`src/rtl/logic_preimage_finder_pkg.sv`:
```
// Shared types and the golden gate function for the preimage finder.
// The gate network is f(a,b,c) = (a & b) ^ (b | c).
package preimage_pkg;

    typedef enum logic [1:0] {
        ST_IDLE,
        ST_SCAN,
        ST_EMIT,
        ST_DONE
    } state_t;

    localparam int N_CAND = 8;

    function automatic logic gate_f(input logic a, input logic b, input logic c);
        return (a & b) ^ (b | c);
    endfunction

endpackage

```
`src/rtl/logic_preimage_finder_if.sv`:
```
// Request/stream bundle of the preimage finder; match_cnt exists only with PREIMAGE_CNT_EN.
// The master modport is the finder itself, slave is its driver/consumer.
interface logic_preimage_finder_if;
    logic       start;
    logic       target;
    logic       busy;
    logic       m_valid;
    logic       m_ready;
    logic [2:0] m_abc;
    logic       done;
`ifdef PREIMAGE_CNT_EN
    logic [3:0] match_cnt;

    modport master (input start, target, m_ready,
                    output busy, m_valid, m_abc, done, match_cnt);
    modport slave  (output start, target, m_ready,
                    input busy, m_valid, m_abc, done, match_cnt);
`else
    modport master (input start, target, m_ready,
                    output busy, m_valid, m_abc, done);
    modport slave  (output start, target, m_ready,
                    input busy, m_valid, m_abc, done);
`endif
endinterface

```
`src/rtl/logic_preimage_finder_gate_eval.sv`:
```
// Combinational evaluation of the gate network for one {a,b,c} candidate.
// Kept apart from the FSM so the evaluated function can be replaced.
module gate_eval
    import preimage_pkg::*;
(
    input  logic [2:0] idx,
    output logic       f
);
    assign f = gate_f(idx[2], idx[1], idx[0]);
endmodule

```
`src/rtl/logic_preimage_finder.sv`:
```
// Enumerates all {a,b,c} and streams those whose gate output equals the target.
// Optional match counter enabled by macro PREIMAGE_CNT_EN.
module logic_preimage_finder
    import preimage_pkg::*;
#(
    parameter bit DESC_ORDER = 1'b0
) (
    input  logic                     clk,
    input  logic                     rst_n,
    logic_preimage_finder_if.master  bus
);
    localparam logic [2:0] FIRST_IDX = DESC_ORDER ? 3'(N_CAND - 1) : 3'd0;
    localparam logic [2:0] LAST_IDX  = DESC_ORDER ? 3'd0 : 3'(N_CAND - 1);

    state_t     state_reg, state_next;
    logic [2:0] idx_reg, idx_next;
    logic       target_reg, target_next;
    logic       m_valid_reg, m_valid_next;
    logic [2:0] m_abc_reg, m_abc_next;
    logic       busy_reg, busy_next;
    logic       done_reg, done_next;
    logic       f_idx;
    logic [2:0] idx_step;

    gate_eval u_gate_eval (
        .idx (idx_reg),
        .f   (f_idx)
    );

    assign idx_step = DESC_ORDER ? idx_reg - 3'd1 : idx_reg + 3'd1;

`ifdef PREIMAGE_CNT_EN
    logic [3:0] cnt_reg, cnt_next;
    logic [3:0] match_cnt_reg, match_cnt_next;
`endif

    always_comb begin
        state_next   = state_reg;
        idx_next     = idx_reg;
        target_next  = target_reg;
        m_valid_next = m_valid_reg;
        m_abc_next   = m_abc_reg;
`ifdef PREIMAGE_CNT_EN
        cnt_next     = cnt_reg;
`endif
        case (state_reg)
            ST_IDLE: begin
                if (bus.start) begin
                    target_next = bus.target;
                    idx_next    = FIRST_IDX;
                    state_next  = ST_SCAN;
`ifdef PREIMAGE_CNT_EN
                    cnt_next    = 4'd0;
`endif
                end
            end
            ST_SCAN: begin
                if (f_idx == target_reg) begin
                    m_abc_next   = idx_reg;
                    m_valid_next = 1'b1;
                    state_next   = ST_EMIT;
                end else if (idx_reg == LAST_IDX) begin
                    state_next = ST_DONE;
                end else begin
                    idx_next = idx_step;
                end
            end
            ST_EMIT: begin
                if (m_valid_reg && bus.m_ready) begin
                    m_valid_next = 1'b0;
`ifdef PREIMAGE_CNT_EN
                    cnt_next     = cnt_reg + 4'd1;
`endif
                    if (idx_reg == LAST_IDX) begin
                        state_next = ST_DONE;
                    end else begin
                        idx_next   = idx_step;
                        state_next = ST_SCAN;
                    end
                end
            end
            default: state_next = ST_IDLE;
        endcase
        // Status outputs are registered, so they are derived from the next state.
        busy_next = (state_next != ST_IDLE);
        done_next = (state_next == ST_DONE);
`ifdef PREIMAGE_CNT_EN
        match_cnt_next = (state_next == ST_DONE && state_reg != ST_DONE) ? cnt_next
                                                                          : match_cnt_reg;
`endif
    end

    always_ff @(posedge clk or negedge rst_n) begin
        if (!rst_n) begin
            state_reg   <= ST_IDLE;
            idx_reg     <= 3'd0;
            target_reg  <= 1'b0;
            m_valid_reg <= 1'b0;
            m_abc_reg   <= 3'd0;
            busy_reg    <= 1'b0;
            done_reg    <= 1'b0;
        end else begin
            state_reg   <= state_next;
            idx_reg     <= idx_next;
            target_reg  <= target_next;
            m_valid_reg <= m_valid_next;
            m_abc_reg   <= m_abc_next;
            busy_reg    <= busy_next;
            done_reg    <= done_next;
        end
    end

`ifdef PREIMAGE_CNT_EN
    always_ff @(posedge clk or negedge rst_n) begin
        if (!rst_n) begin
            cnt_reg       <= 4'd0;
            match_cnt_reg <= 4'd0;
        end else begin
            cnt_reg       <= cnt_next;
            match_cnt_reg <= match_cnt_next;
        end
    end
    assign bus.match_cnt = match_cnt_reg;
`endif

    assign bus.busy    = busy_reg;
    assign bus.m_valid = m_valid_reg;
    assign bus.m_abc   = m_abc_reg;
    assign bus.done    = done_reg;

endmodule

```
`src/flat_wrapper.sv`:
```
// flat-port wrapper written by rule: the top's interface ports become plain ports
module logic_preimage_finder_flat import preimage_pkg::*;
#(
    parameter bit DESC_ORDER = 1'b0
)
  (clk, rst_n, bus_start, bus_target, bus_m_ready, bus_busy, bus_m_valid, bus_m_abc, bus_done);
  logic_preimage_finder_if bus_i ();
  input  logic clk;
  input  logic rst_n;
  input wire logic [$bits(bus_i.start)-1:0] bus_start;
  input wire logic [$bits(bus_i.target)-1:0] bus_target;
  input wire logic [$bits(bus_i.m_ready)-1:0] bus_m_ready;
  output wire logic [$bits(bus_i.busy)-1:0] bus_busy;
  output wire logic [$bits(bus_i.m_valid)-1:0] bus_m_valid;
  output wire logic [$bits(bus_i.m_abc)-1:0] bus_m_abc;
  output wire logic [$bits(bus_i.done)-1:0] bus_done;
  assign bus_i.start = bus_start;
  assign bus_i.target = bus_target;
  assign bus_i.m_ready = bus_m_ready;
  assign bus_busy = bus_i.busy;
  assign bus_m_valid = bus_i.m_valid;
  assign bus_m_abc = bus_i.m_abc;
  assign bus_done = bus_i.done;
  logic_preimage_finder #(.DESC_ORDER(DESC_ORDER)) u_core (.clk(clk), .rst_n(rst_n), .bus(bus_i));
endmodule
```
`config.mk`:
```
export PLATFORM = sky130hd
export DESIGN_NAME = logic_preimage_finder_flat
export DESIGN_NICKNAME = d
export VERILOG_FILES = /design/src/rtl/logic_preimage_finder_pkg.sv /design/src/rtl/logic_preimage_finder_if.sv /design/src/rtl/logic_preimage_finder_gate_eval.sv /design/src/rtl/logic_preimage_finder.sv /design/src/flat_wrapper.sv
export SDC_FILE = /design/constraint.sdc
export NUM_CORES = 1
export LEC_CHECK = 0
export BUFFER_PORTS_ARGS = -buffer_cell sky130_fd_sc_hd__buf_4
export CAP_MARGIN = 5
export CORE_MARGIN = 3
export CORE_UTILIZATION = 35
export DETAILED_ROUTE_END_ITERATION = 12
export SETUP_SLACK_MARGIN = 0.4
export SYNTH_ARGS = -nofsm -noshare
export SYNTH_HDL_FRONTEND = slang
export SYNTH_SLANG_ARGS = --single-unit
```
`constraint.sdc`:
```
create_clock -name clk -period 3.25 [get_ports clk]
set_input_delay 0 -clock clk [delete_from_list [all_inputs] [get_ports clk]]
set_output_delay 0 -clock clk [all_outputs]
set_load 0.02 [all_outputs]
```
# Word-level counts from Yosys, hierarchy flattened
# Index checks and enable logic that the tools add are counted.
# word_totals
output_inout_bits	6
regBits	12
input_bits	5
elab_cells	43
# classes
n_reduce_logical	9
mux	14
n_addsub	1
eq_ne	9
bitwise	3
# op_table
op	count
2-to-1 mux 3 bit	4
2-to-1 mux 2 bit	5
case mux 3 bit (3 select lines)	1
case mux 2 bit (3 select lines)	1
equality test 2 bit (second input constant)	2
inequality test 2 x 1 -> 1 bit (second input constant)	2
inequality test 2 bit (second input constant)	2
AND reduction 2 bit	2
AND reduction 4 bit	1
nonzero test 2 bit	2
adder 3 x 1 -> 3 bit (second input constant)	1
equality test 3 bit (second input constant)	1
AND reduction 3 bit	1
nonzero test 3 bit	1
equality test 2 x 1 -> 1 bit (second input constant)	1
logical NOT 2 bit	1
2-to-1 mux 1 bit	2
case mux 1 bit (2 select lines)	1
bitwise AND 1 bit	1
equality test 1 bit	1
logical AND 1 bit	1
bitwise OR 1 bit	1
bitwise XOR 1 bit	1

# Logic depth before layout (Yosys ltp)
# depth
word_depth	6
mapped_depth	7

# Hierarchy
# From an unflattened synthesis, not the netlist that was laid out.
# hier_totals
hier_cells	62
area_unflattened_um2	675.6
# modules_own_cells
module	n_inst	cells_each	seq_area_each_um2	area_each_um2
logic_preimage_finder	1	60	300.3	661.9
gate_eval	1	2	0.0	13.8

# Worst setup path before layout
# No wires, ideal clock.
# synth_path
path_type	flip-flop to flip-flop
startpoint	register u_core.state_reg[1]
endpoint	register u_core.idx_reg[0]
n_path_buf	0
stages_incl_launch_ff	7
arrival_time_ns	1.664
setup_slack_ns	1.461
required_time_ns	3.125
path_cell_list	dfrtp_1 > inv_1 > ha_1 > or2b_2 > mux2i_2 > a2111oi_4 > mux2_4
# synth_via
elab_chain_cells	3
elab_cells_between_ends	9
cone_classes	5 x eq/ne; 1 x mux; 3 x reduce/logical
# synth_lines
element	line	rtl
start: declaration	logic_preimage_finder.sv:15	state_t state_reg, state_next;
start signal: assignment	logic_preimage_finder.sv:103	state_reg <= state_next;
equality test 2 x 1 -> 1 bit, or another cell as far along	logic_preimage_finder.sv:46	case (state_reg)
inequality test 2 bit (no source line), or another cell as far along	n/a	
AND reduction 4 bit (no source line)	n/a	
end signal: assignment	logic_preimage_finder.sv:104	idx_reg <= idx_next;
end: declaration	logic_preimage_finder.sv:16	logic [2:0] idx_reg, idx_next;
# Parallel ways exist; a longest one is shown, timed or not.
# A chain may end at the register's enable or synchronous reset.

# Worst setup path in the final report
# Ends and elaborated chain as after synthesis.

==> results.md <==
- Number of stages on the worst hold path: 3
- Switching Share: 40.2%
- Peak per-stage delay on the critical path: 420 ps
- Die Ht: 49.8 um
- Power density over the cells: approximately 1000 nW/um2
- Share of synthesized registers carrying an async set or reset: 100%
- Worst EP required: 3410 ps
- Antenna violations before repair: 0
- Multi-input gate area in the final layout: about 350 um2
- Number of DRC violations after detailed routing: 0
- Setup-failing EPs final: 0
- Yosys top cell by area: sky130_fd_sc_hd__dfrtp_1
- Post-CTS Setup Inserts: 0
- Synthesized area per cell: 11.0 um2
- EDFF count, synth: 0
- Register-to-register setup slack: 1310 ps
- Area share of the largest cell type after synthesis: between 40% and 50%
- Sink Count: 12
- Hold Crit Class: in2reg
- RePlAce Congestion: 0.739
- Diodes inserted: 0
- Total leakage power: about 0.41 nW
- Share of the clock period used by the worst path: 59.6%
- Antenna-violating nets left: 0
- H-tree depth: 1
- Die outline area: 2480 um2
- Endpoint class of the critical path: register
- Layout overhead on the synthesized area: 24.3%
- Maxcap violations: 0
- Clock power frac: 14.1%
- Wire length of the first global-routing pass: 2080 um
- Sequential cell area fraction in the yosys report: 44.8%
- Power share of the combinational group: 54.1%
- Clock Tree Root: sky130_fd_sc_hd__clkbuf_4
- Detailed placement HPWL: 936 um
- Clock insertion delay at the later pin of the skew report: 270 ps
- Number of max-slew violations in the final report: 0
- Depth of the worst register-to-register path: 6
- Maximum number of pins on one net before global-route repair: 13
- Achievable frequency: between 0.5 and 0.6 GHz
- Clock-pin slew of the registers on the worst-case setup and hold paths: around 80 ps
- Internal power of the cells: slightly above 0.5 mW
- Maximum buffer depth of the clock tree: 2
- Vias in the first global route: roughly 490
- Clock tree skew after final layout: 1.51 ps
- Crit Path Max Fanout: 5
- Number of buffers added by the clock tree synthesis step: 3
- RSZ-0062 raised after global routing: false
- Number of design-rule violations left by the first detailed-router iteration: 2
- FF-to-FF End: u_core.idx_reg[0]$_DFFE_PN0P_
- Clock tree from TritonCTS: built
- Fill cells: 184
- Via-per-instance ratio: between 4 and 5
- Worst max-slew margin expressed relative to the limit: a little over two thirds
- Kind of start point of the critical path: register
- Worst ir drop on vdd: 0.410 mV
- Commonest register cell after synthesis: sky130_fd_sc_hd__dfrtp_1
- Setup_tns: 0 ps
- Worst Setup Slack post-DPL: 1320 ps
- Launching point of the worst reg2reg path: u_core.state_reg[1]$_DFF_PN0_
- Number of warnings printed during yosys synthesis: 0
- Initial Util: 38.0%
- Post-synth net total: 72
- Transition time at the pin with the least slew margin: 447 ps
- Critical-path cell with the highest stage delay: sky130_fd_sc_hd__dfrtp_1
- Global route total overflow: 0
- Cell variety after synth: 20
- Worst setup path category: reg2reg
- Nets: 89
- Top cells by area, synth: sky130_fd_sc_hd__dfrtp_1, sky130_fd_sc_hd__ha_1, sky130_fd_sc_hd__mux2_2, sky130_fd_sc_hd__nand2_1, sky130_fd_sc_hd__a2111oi_4
- Share of post-route cells with drive strength above 1: 31.2%
- Routed WL per cell: 11.7 um
- Length of the first detailed-routing pass in iterations: 3
- Total global-route track usage: a little under an eighth
- Syn Inst Count: slightly above 60
- Via count of the routed design: 470
- Register cell area after layout: 300 um2
- Switch Pwr: 0.339 mW
- Core Region: 1760 um2
- Setup WS post-layout: 1310 ps
- Num ports: 11
- Arr. time, crit path: 2100 ps
- Sequential fraction of design power: 31.7%
- Routed Wire Length: 1200 um
- CP Cell Sequence: inv_1, ha_1, or2b_2, mux2i_2, a2111oi_4, mux2_4
- Worst hold path endpoint: u_core.bus.m_valid$_DFFE_PN0P_
- Launch point of the worst hold path: bus_m_ready
- Clock period minus final worst setup slack: 1940 ps
- Post-synth design cell area: 671 um2
- Number of port buffers: 10
- Result of the run: completed
- Flops & latches, synth: 12
- Hold Vio Cnt, Final: 0
- Horizontal die dimension: approximately 50 um
- Count of standard-cell rows: 15
-- per-layer routing --
metal	part of all wire (%)	track usage, %
met4	2.3	6.91
met1	52	14.7
met2	44	17.0
met5	0	0
met3	2.3	2.72
-- what timing repair did --
action | 4_1_cts | 5_1_grt
hold buffers | 2 | 0
gates resized for setup | 0 | 0
hold endpoints to repair | 13 | 0
-- layout by cell type, fill, tap and decap left out, types with 2 or more instances in the layout --
| master | n |
|---|---|
| sky130_fd_sc_hd__ha_1 | 6 |
| sky130_fd_sc_hd__o21ai_0 | 4 |
| sky130_fd_sc_hd__inv_1 | 6 |
| sky130_fd_sc_hd__dlygate4sd3_1 | 2 |
| sky130_fd_sc_hd__nor2_1 | 5 |
| sky130_fd_sc_hd__mux2_2 | 5 |
| sky130_fd_sc_hd__nand2_1 | 9 |
| sky130_fd_sc_hd__dfrtp_1 | 12 |
| sky130_fd_sc_hd__clkbuf_4 | 3 |
| sky130_fd_sc_hd__buf_4 | 10 |
| sky130_fd_sc_hd__mux2i_1 | 2 |
-- cell families after synthesis --
group | Yosys count | share of synthesized area (%)
buf+inv | 6 | 3.36
simple gates | 17 | 11.0
mux | 9 | 15.7
compound gates | 11 | 14.0
fa+ha+maj | 6 | 11.2
flops | 12 | 44.8
-- worst max-delay path, delay by kind of cell, from the launching register on --
family          cells  cell delay, ps
compound gates      1             130
fa+ha+maj           1             180
buf+inv             1              90
flops               1             420
mux                 2             680
simple gates        1             320
-- cells in the mapped netlist (2+ instances only) --
cell                      instances
sky130_fd_sc_hd__o21ai_0          4
sky130_fd_sc_hd__mux2i_1          2
sky130_fd_sc_hd__ha_1             6
sky130_fd_sc_hd__inv_1            6
sky130_fd_sc_hd__nor2_1           5
sky130_fd_sc_hd__mux2_2           5
sky130_fd_sc_hd__dfrtp_1         12
sky130_fd_sc_hd__nand2_1          9
-- final cells by class --
| cell class | instances | area share, % |
|---|---|---|
| Multi-Input combinational cell | 43 | 41.7 |
| Sequential cell | 12 | 36.0 |
| Timing Repair Buffer | 12 | 11.4 |
| Clock buffer | 4 | 4.35 |
| Tap cell | 25 | 3.75 |
| Inverter | 6 | 2.70 |
-- how the worst max path moves through the flow --
stage | startpoint | to | slack (ps)
after detailed placement | u_core.state_reg[1]$_DFF_PN0_ | u_core.idx_reg[0]$_DFFE_PN0P_ | 1320
after global placement | u_core.state_reg[1]$_DFF_PN0_ | u_core.idx_reg[0]$_DFFE_PN0P_ | 1370
after global routing | u_core.state_reg[1]$_DFF_PN0_ | u_core.idx_reg[0]$_DFFE_PN0P_ | 1210
after CTS | u_core.state_reg[1]$_DFF_PN0_ | u_core.idx_reg[0]$_DFFE_PN0P_ | 1300
final | u_core.state_reg[1]$_DFF_PN0_ | u_core.idx_reg[0]$_DFFE_PN0P_ | 1310
after floorplan | u_core.state_reg[1]$_DFF_PN0_ | u_core.idx_reg[0]$_DFFE_PN0P_ | 1460
-- power groups by stage --
stage,registers [mW],logic (mW),clock network (mW)
after global routing,0.278,0.509,0.134
after global placement,0.269,0.451,0
after detailed placement,0.270,0.456,0
final,0.268,0.456,0.119
after CTS,0.268,0.460,0.126
after floorplan,0.293,0.317,0
-- through the flow --
step                area (um2)  util (%)  total power, mW  hold slack (ps)  std cells
floorplan                  671         -            0.610             -296         61
global placement           777      44.0            0.720             -147         96
detailed placement         777      44.0            0.726             -148         96
CTS                        833      47.2            0.854             4.91        102
global route               833      47.2            0.921             62.8        102
finish                     833      47.2            0.843             12.8        102
Note: power is estimated with default switching activity, not from simulation.
